--- src/rtl/decode_stage_piped.sv ---
// -----------------------------------------------------------------------------
// decode_stage_piped
//   Pipelined instruction decode stage. It sits between fetch and execute.
//   Each instruction is decoded and its operands are picked from the GPR reads
//   or from one of NUM_FWD forwarding sources. The next PC is computed, and a
//   redirect is raised one cycle later when the flow is not sequential. The
//   result is held in an ID/EX register with a valid/ready handshake. The stage
//   stalls on a load-use hazard, supports a synchronous flush, and can squash
//   the instruction that follows a taken redirect.
//
//   Optional feature macro: DECODE_STAGE_STATS_EN
//     Defined   -> adds the saturating counters stat_stall, stat_bubble and
//                  stat_redirect.
//     Undefined -> those ports and counters are absent.
//
//   This file also holds the two helper blocks used by the stage:
//     i_decoder    : instr[31:0] -> packed 39-bit decode word
//     next_pc_calc : pc/instr/operands -> next_pc
//
// Ports (decode_stage_piped):
//   clk, rst                     clock, async active-high reset
//   flush                        sync kill of ID/EX and squash state
//   in_valid/in_ready            fetch handshake
//   in_instr, in_pc              fetched instruction and its PC
//   a_gpr, b_gpr                 register file reads for rs/rt
//   fwd_data                     NUM_FWD forwarding values, slice k-1 = source k
//   fwd_sel_a, fwd_sel_b         0 = GPR, k = source k, out of range = GPR
//   ex_load_valid, ex_load_rd    load currently in execute
//   rs, rt                       combinational source fields for hazard unit
//   redirect_valid, redirect_pc  registered one-cycle redirect
//   out_valid/out_ready          ID/EX handshake
//   out_pc, out_a, out_b         registered PC and operands
//   out_rs, out_rt, out_dec      registered source fields and decode word
// -----------------------------------------------------------------------------

// Decode word layout, MSB first:
//   [38:35] alu_op  [34] reg_write  [33] mem_read  [32] mem_write
//   [31] is_branch  [30] is_jump    [29] jump_reg  [28] use_imm
//   [27] sign_ext   [26] link       [25:0] raw instr[25:0]
module i_decoder (
  input  logic [31:0] instr,
  output logic [38:0] dec
);
  logic [5:0] opcode_s;
  logic [5:0] funct_s;
  logic [3:0] alu_op_s;
  logic       reg_write_s, mem_read_s, mem_write_s, is_branch_s;
  logic       is_jump_s, jump_reg_s, use_imm_s, sign_ext_s, link_s;

  assign opcode_s = instr[31:26];
  assign funct_s  = instr[5:0];

  // Control decode from opcode and funct.
  always_comb begin
    alu_op_s    = 4'd0;
    reg_write_s = 1'b0;
    mem_read_s  = 1'b0;
    mem_write_s = 1'b0;
    is_branch_s = 1'b0;
    is_jump_s   = 1'b0;
    jump_reg_s  = 1'b0;
    use_imm_s   = 1'b0;
    sign_ext_s  = 1'b0;
    link_s      = 1'b0;
    case (opcode_s)
      6'h00: begin
        case (funct_s)
          6'h20, 6'h21: begin alu_op_s = 4'd0; reg_write_s = 1'b1; end
          6'h22, 6'h23: begin alu_op_s = 4'd1; reg_write_s = 1'b1; end
          6'h24:        begin alu_op_s = 4'd2; reg_write_s = 1'b1; end
          6'h25:        begin alu_op_s = 4'd3; reg_write_s = 1'b1; end
          6'h2A:        begin alu_op_s = 4'd4; reg_write_s = 1'b1; end
          6'h08:        begin is_jump_s = 1'b1; jump_reg_s = 1'b1; end
          6'h09: begin
            is_jump_s   = 1'b1;
            jump_reg_s  = 1'b1;
            link_s      = 1'b1;
            reg_write_s = 1'b1;
          end
          default: begin end
        endcase
      end
      6'h02: is_jump_s = 1'b1;
      6'h03: begin is_jump_s = 1'b1; link_s = 1'b1; reg_write_s = 1'b1; end
      6'h04, 6'h05: begin is_branch_s = 1'b1; alu_op_s = 4'd1; sign_ext_s = 1'b1; end
      6'h08, 6'h09: begin use_imm_s = 1'b1; sign_ext_s = 1'b1; reg_write_s = 1'b1; end
      6'h0C: begin alu_op_s = 4'd2; use_imm_s = 1'b1; reg_write_s = 1'b1; end
      6'h0D: begin alu_op_s = 4'd3; use_imm_s = 1'b1; reg_write_s = 1'b1; end
      6'h0F: begin alu_op_s = 4'd5; use_imm_s = 1'b1; reg_write_s = 1'b1; end
      6'h23: begin
        use_imm_s   = 1'b1;
        sign_ext_s  = 1'b1;
        reg_write_s = 1'b1;
        mem_read_s  = 1'b1;
      end
      6'h2B: begin use_imm_s = 1'b1; sign_ext_s = 1'b1; mem_write_s = 1'b1; end
      default: begin end
    endcase
  end

  assign dec = {alu_op_s, reg_write_s, mem_read_s, mem_write_s, is_branch_s,
                is_jump_s, jump_reg_s, use_imm_s, sign_ext_s, link_s, instr[25:0]};
endmodule

// Next PC: BEQ/BNE relative, J/JAL region jump, JR/JALR through operand a.
module next_pc_calc #(
  parameter int XLEN = 32
) (
  input  logic [XLEN-1:0] pc,
  input  logic [31:0]     instr,
  input  logic [XLEN-1:0] a,
  input  logic [XLEN-1:0] b,
  output logic [XLEN-1:0] next_pc
);
  logic [XLEN-1:0] seq_pc_s;
  logic [XLEN-1:0] br_off_s;

  assign seq_pc_s = pc + XLEN'(32'd4);
  assign br_off_s = {{(XLEN-18){instr[15]}}, instr[15:0], 2'b00};

  // Target selection by opcode.
  always_comb begin
    next_pc = seq_pc_s;
    case (instr[31:26])
      6'h02, 6'h03: next_pc = {seq_pc_s[XLEN-1:28], instr[25:0], 2'b00};
      6'h04: begin
        if (a == b) next_pc = seq_pc_s + br_off_s;
        else        next_pc = seq_pc_s;
      end
      6'h05: begin
        if (a != b) next_pc = seq_pc_s + br_off_s;
        else        next_pc = seq_pc_s;
      end
      6'h00: begin
        if (instr[5:0] == 6'h08 || instr[5:0] == 6'h09) next_pc = a;
        else                                            next_pc = seq_pc_s;
      end
      default: next_pc = seq_pc_s;
    endcase
  end
endmodule

module decode_stage_piped #(
  parameter int XLEN       = 32,
  parameter int NUM_FWD    = 3,
  parameter int DEC_W      = 39,
  parameter int DELAY_SLOT = 1,
  localparam int FSEL_W    = $clog2(NUM_FWD + 1)
) (
  input  logic                    clk,
  input  logic                    rst,
  input  logic                    flush,
  input  logic                    in_valid,
  output logic                    in_ready,
  input  logic [31:0]             in_instr,
  input  logic [XLEN-1:0]         in_pc,
  input  logic [XLEN-1:0]         a_gpr,
  input  logic [XLEN-1:0]         b_gpr,
  input  logic [NUM_FWD*XLEN-1:0] fwd_data,
  input  logic [FSEL_W-1:0]       fwd_sel_a,
  input  logic [FSEL_W-1:0]       fwd_sel_b,
  input  logic                    ex_load_valid,
  input  logic [4:0]              ex_load_rd,
  output logic [4:0]              rs,
  output logic [4:0]              rt,
  output logic                    redirect_valid,
  output logic [XLEN-1:0]         redirect_pc,
  output logic                    out_valid,
  input  logic                    out_ready,
  output logic [XLEN-1:0]         out_pc,
  output logic [XLEN-1:0]         out_a,
  output logic [XLEN-1:0]         out_b,
  output logic [4:0]              out_rs,
  output logic [4:0]              out_rt,
  output logic [DEC_W-1:0]        out_dec
`ifdef DECODE_STAGE_STATS_EN
  ,
  output logic [15:0]             stat_stall,
  output logic [15:0]             stat_bubble,
  output logic [15:0]             stat_redirect
`endif
);
  typedef enum logic [0:0] {RUN = 1'b0, SQUASH = 1'b1} state_t;

  state_t          state_r, state_nxt_s;
  logic            hazard_s, load_en_s, fire_s, take_redirect_s;
  logic [XLEN-1:0] op_a_s, op_b_s, next_pc_s, seq_pc_s;
  logic [DEC_W-1:0] dec_s;

  // Out-of-range selects keep the GPR value.
  function automatic logic [XLEN-1:0] fwd_pick(
    input logic [FSEL_W-1:0]       sel,
    input logic [XLEN-1:0]         gpr,
    input logic [NUM_FWD*XLEN-1:0] fwd
  );
    logic [XLEN-1:0] v;
    v = gpr;
    for (int k = 1; k <= NUM_FWD; k++) begin
      v = (sel == FSEL_W'(k)) ? fwd[(k-1)*XLEN +: XLEN] : v;
    end
    return v;
  endfunction

  assign rs     = in_instr[25:21];
  assign rt     = in_instr[20:16];
  assign op_a_s = fwd_pick(fwd_sel_a, a_gpr, fwd_data);
  assign op_b_s = fwd_pick(fwd_sel_b, b_gpr, fwd_data);

  // r0 never creates a dependency, so a load into it never stalls.
  assign hazard_s  = ex_load_valid && (ex_load_rd != 5'd0) &&
                     ((ex_load_rd == rs) || (ex_load_rd == rt));
  assign load_en_s = !out_valid || out_ready;
  assign in_ready  = load_en_s && !hazard_s && !flush;
  assign fire_s    = in_valid && in_ready;

  assign seq_pc_s        = in_pc + XLEN'(32'd4);
  assign take_redirect_s = fire_s && (state_r == RUN) && (next_pc_s != seq_pc_s);

  i_decoder u_dec (
    .instr (in_instr),
    .dec   (dec_s)
  );

  next_pc_calc #(.XLEN(XLEN)) u_npc (
    .pc      (in_pc),
    .instr   (in_instr),
    .a       (op_a_s),
    .b       (op_b_s),
    .next_pc (next_pc_s)
  );

  // Squash state register.
  always_ff @(posedge clk or posedge rst) begin
    if (rst) state_r <= RUN;
    else     state_r <= state_nxt_s;
  end

  // Squash next state: armed by a redirect without a delay slot, cleared by the
  // next consumed instruction or a flush.
  always_comb begin
    state_nxt_s = state_r;
    if (flush) begin
      state_nxt_s = RUN;
    end else if (fire_s) begin
      if (state_r == SQUASH)                           state_nxt_s = RUN;
      else if (take_redirect_s && (DELAY_SLOT == 0))   state_nxt_s = SQUASH;
      else                                             state_nxt_s = RUN;
    end else begin
      state_nxt_s = state_r;
    end
  end

  // ID/EX register.
  always_ff @(posedge clk or posedge rst) begin
    if (rst) begin
      out_valid <= 1'b0;
      out_pc    <= '0;
      out_a     <= '0;
      out_b     <= '0;
      out_rs    <= 5'd0;
      out_rt    <= 5'd0;
      out_dec   <= '0;
    end else if (flush) begin
      out_valid <= 1'b0;
    end else if (fire_s && (state_r == SQUASH)) begin
      out_valid <= 1'b0;
    end else if (fire_s) begin
      out_valid <= 1'b1;
      out_pc    <= in_pc;
      out_a     <= op_a_s;
      out_b     <= op_b_s;
      out_rs    <= rs;
      out_rt    <= rt;
      out_dec   <= dec_s;
    end else if (load_en_s) begin
      out_valid <= 1'b0;
    end else begin
      out_valid <= out_valid;
    end
  end

  // Redirect pulse; the target is held between pulses.
  always_ff @(posedge clk or posedge rst) begin
    if (rst) begin
      redirect_valid <= 1'b0;
      redirect_pc    <= '0;
    end else if (flush) begin
      redirect_valid <= 1'b0;
    end else if (take_redirect_s) begin
      redirect_valid <= 1'b1;
      redirect_pc    <= next_pc_s;
    end else begin
      redirect_valid <= 1'b0;
    end
  end

`ifdef DECODE_STAGE_STATS_EN
  logic bubble_s;

  assign bubble_s = !flush && !fire_s && load_en_s;

  function automatic logic [15:0] sat_inc(input logic [15:0] v);
    return (v == 16'hFFFF) ? v : v + 16'd1;
  endfunction

  // Saturating event counters.
  always_ff @(posedge clk or posedge rst) begin
    if (rst) begin
      stat_stall    <= 16'd0;
      stat_bubble   <= 16'd0;
      stat_redirect <= 16'd0;
    end else begin
      stat_stall    <= (in_valid && hazard_s) ? sat_inc(stat_stall)    : stat_stall;
      stat_bubble   <= bubble_s               ? sat_inc(stat_bubble)   : stat_bubble;
      stat_redirect <= redirect_valid         ? sat_inc(stat_redirect) : stat_redirect;
    end
  end
`endif
endmodule

--- config.mk ---
export PLATFORM = sky130hd
export DESIGN_NAME = decode_stage_piped
export DESIGN_NICKNAME = d
export VERILOG_FILES = /design/src/rtl/decode_stage_piped.sv
export SDC_FILE = /design/constraint.sdc
export NUM_CORES = 1
export LEC_CHECK = 0
export CORE_MARGIN = 5
export CORE_UTILIZATION = 47
export DETAILED_ROUTE_END_ITERATION = 16
export PLACE_DENSITY = 0.85
export SLEW_MARGIN = 20
export SYNTH_ARGS = -nofsm -noshare
export SYNTH_HDL_FRONTEND = slang
export SYNTH_SLANG_ARGS = --single-unit
--- constraint.sdc ---
create_clock -name clk -period 8.49 [get_ports clk]
set_input_delay 0.849 -clock clk [delete_from_list [all_inputs] [get_ports clk]]
set_output_delay 0.849 -clock clk [all_outputs]
set_load 0.01 [all_outputs]
==> impl_metrics.toml <==
[status]
status = "finished, final reports clean"

[timing]
fin_crit_sh_pct = 86.53
layout_setup_ws_ps = 1144
min_period_ps = 7346
slew_viol_final = 0
finalSetupTns_ps = 0
rsz0062_at_grt = "false"
clock.fmax_mhz = 136.1
worstMarginPinSlew_ps = 1196
slew_headroom_pct = 19.53
fin_skew_ps = 8.534
report.final.setup_viol = 0
hold_viol = 0

[worst_setup_path]
end_kind = "flop"
critPathRequiredTime_ps = 8820
worst_setup_path_startpoint = "in_pc[7]"
worst_r2r_startpoint = "out_valid$_DFFE_PP0P_"
timing.critical_path.fanout_max = 17
worstPathCellList = "clkdlybuf4s50_1 > nand4_1 > nor4_2 > nand3_1 > xor2_1 > inv_1 > ha_1 > nand4_1 > or4_1 > a21oi_1 > o311ai_0 > a21oi_1 > or4_1 > o2111ai_1 > o41a_1 > a2111oi_4 > a41oi_4 > buf_16 > buf_4 > mux2_4"
critical_path_buf_inv_count = 4
timing.critical_path.slowest_stage_cell = "sky130_fd_sc_hd__clkdlybuf4s50_1"
crit_path_max_incr_delay_ps = 600
timing.critical_path.arrival_ps = 7670
path_class = "primary input to flop"
element_type_at_the_critical_path_start = "primary input"
path_delay_family = "compound AO/OA/AOI/OAI gates"

[yosys]
share_of_the_synthesized_area_in_the_top_cell_type_pct = 30.62
ys_warn_count = 0
syn_inst = 1392
synth-async-reset-ratio_pct = 100.0
synth_top_cells_by_count = "sky130_fd_sc_hd__dfrtp_1, sky130_fd_sc_hd__mux2_2, sky130_fd_sc_hd__nand2_1"
most_frequently_used_cell_type_in_the_post_synthesis_netlist = "sky130_fd_sc_hd__dfrtp_1"
number_of_nets_produced_by_synthesis = 1667
synth.yosys.seq_area_share_pct = 30.62
ys_seq_elements = 168
synth-edff-count = 0
synthFlopType = "sky130_fd_sc_hd__dfrtp_1"
syn-cell-area_mm2 = 0.01373
syn_area_per_cell_um2 = 9.865
synth.lib_cells_used.distinct = 84
yosysTopAreaCell = "sky130_fd_sc_hd__dfrtp_1"
synth_top_cells_by_area = "sky130_fd_sc_hd__dfrtp_1, sky130_fd_sc_hd__mux4_2, sky130_fd_sc_hd__mux2_2"

[clock_tree]
tritoncts = "done"
post-cts-setup-buffers = 0
worst_skew_pair.late_latency_ps = 440
clockRootBuffer = "sky130_fd_sc_hd__clkbuf_16"
post_cts.resized_instances = 0
cts_htree_levels = 4
total_cts_buffers = 17
clock_tree.buffer_depth = 2
clkSinkCount = 168
clk_pin_slew_worst_paths_ps = 70
ctsHoldBuffers = 0

[routing]
count_of_unresolved_drc_violations_after_routing = 0
detail_route_antenna_nets = 0
drt_pre_antenna_iters = 9
drt-wirelength-per-cell_um = 28.68
via_count = 14000
postRouteWirelength_um = 62270
detail_route.iter0.violations = 1595
via_per_inst = 6.450

[layout]
post_route_cells_drive_above_1_share_pct = 17.09
syn2layout_area_growth_pct = 37.36
design_area_mm2 = 0.01886
final_nets = 2043

[placement]
place_ws_ps = 883.2
post-dp-hpwl_um = 49990
gpl.final_weighted_congestion = 1.070
numPortBuffers = 427
placement.cell_area_mm2 = 0.01827

[global_route]
grt_first_pass_wirelength_um = 90880
grt_start_max_net_pins = 100
grt_util_all_layers_pct = 36.54
grt_antenna_before_repair = 8
grt_overflow_total = 0
first_global_vias = 14000

[power]
total_power_mw = 3.343
power_density_mw_per_mm2 = 177.3
ir_drop_mv = 0.1353
power.static_leakage_nw = 7.323

[floorplanning]
design.portCount = 429
area_of_the_die_mm2 = 0.03274
die_y_um = 180.9
placementRows = 62
floorplan.initialDensity_pct = 47.71
core-area_mm2 = 0.02878
die-width_um = 180.9

[flow_run]
total_of_max_cap_violations = 0

[hold_path]
hold_class = "flop to flop"
holdCritStartpoint = "out_dec[30]$_DFFE_PP0P_"
==> state kept, by name (all words and copies together) (netlist names) <==
name,flops
out_dec,30
redirect_pc,32
out_a,32
redirect_valid,1
out_rs,4
out_rt,4
out_valid,1
out_pc,32
out_b,32
==> kinds of logic (layout without fill, tap and decap cells) <==
kind of cell	Yosys count	in the layout	synth area share (%)
AND/OR/NAND/NOR	384	384	14.36
other	1	9	0.02731
adder cells (fa/ha/maj)	36	36	3.335
AO/OA/AOI/OAI	355	355	17.23
buffers and inverters	138	525	4.756
XOR/XNOR	90	90	5.740
flip-flops	168	168	30.62
multiplexers	220	220	23.94
==> layer usage <==
metal / share of wire [%] / vias to the layer above / global-route usage [%]
li1: - / 6039 / -
met1: 36 / 6907 / 44.16
met2: 48 / 886 / 60.83
met3: 8.1 / 171 / 6.656
met4: 7.0 / 0 / 22.16
met5: 0 / - / 0
==> worst reg2reg max path, stage by stage, from the launching register on <==
cell and delay [ps]:
sky130_fd_sc_hd__dfrtp_1 380, sky130_fd_sc_hd__nand2b_1 80, sky130_fd_sc_hd__nor3b_1 400, sky130_fd_sc_hd__nand2_4 390, sky130_fd_sc_hd__a41oi_4 650, sky130_fd_sc_hd__buf_16 240, sky130_fd_sc_hd__buf_4 190, sky130_fd_sc_hd__mux2_4 300
==> area by class of cell <==
class | instances | area [um2]
clock inverters | 8 | 87.58
inverters | 35 | 138.9
repair buffers | 460 | 4539
diodes | 8 | 20.02
flip-flops and latches | 168 | 4204
well taps | 384 | 480.5
multi-input cells | 1086 | 8897
clock buffers | 22 | 494.2
fillers | 2276 | 9918
==> cells in the final DEF, fill, tap and decap left out, drive strengths merged, types with 21 or more instances in the layout <==
master and count:
nand3 26, a21oi 95, nor3 34, and3 21, nand4 26, inv 37, clkbuf 22, mux2 149
buf 36, nor2 73, xor2 29, ha 35, dfrtp 168, clkdlybuf4s50 424, o21ai 89, xnor2 61
mux4 64, nand2 106
==> path summary, 6_finish.rpt <==
check / end / slack (ps) / cells past startpoint
max: redirect_pc[7]$_DFFE_PP0P_ / 1140 / 20
min: out_dec[30]$_DFFE_PP0P_ / 480 / 2
max reg2reg: redirect_pc[7]$_DFFE_PP0P_ / 5740 / 7
min reg2reg: out_dec[30]$_DFFE_PP0P_ / 480 / 2
max in group asynchronous: redirect_pc[28]$_DFFE_PP0P_ / 6160 / 3
min in group asynchronous: out_b[10]$_DFFE_PP0P_ / 920 / 2
==> through the flow <==
| stage | util, % | instances | hold slack [ps] |
|---|---|---|---|
| after floorplan | - | 1392 | 511.5 |
| after global placement | 63.37 | 2132 | 458.1 |
| after detailed placement | 63.46 | 2133 | 470.0 |
| after CTS | 65.49 | 2163 | 484.9 |
| after global routing | 65.54 | 2171 | 505.1 |
| final | 65.54 | 2171 | 483.9 |
==> power breakdown <==
part / leakage, nW / switching, mW / internal, mW
combinational: 5.04 / 0.673 / 0.774
sequential: 2.00 / 0.114 / 0.982
clock: 0.277 / 0.357 / 0.443
No activity file was read; power rests on OpenSTA's default activity.
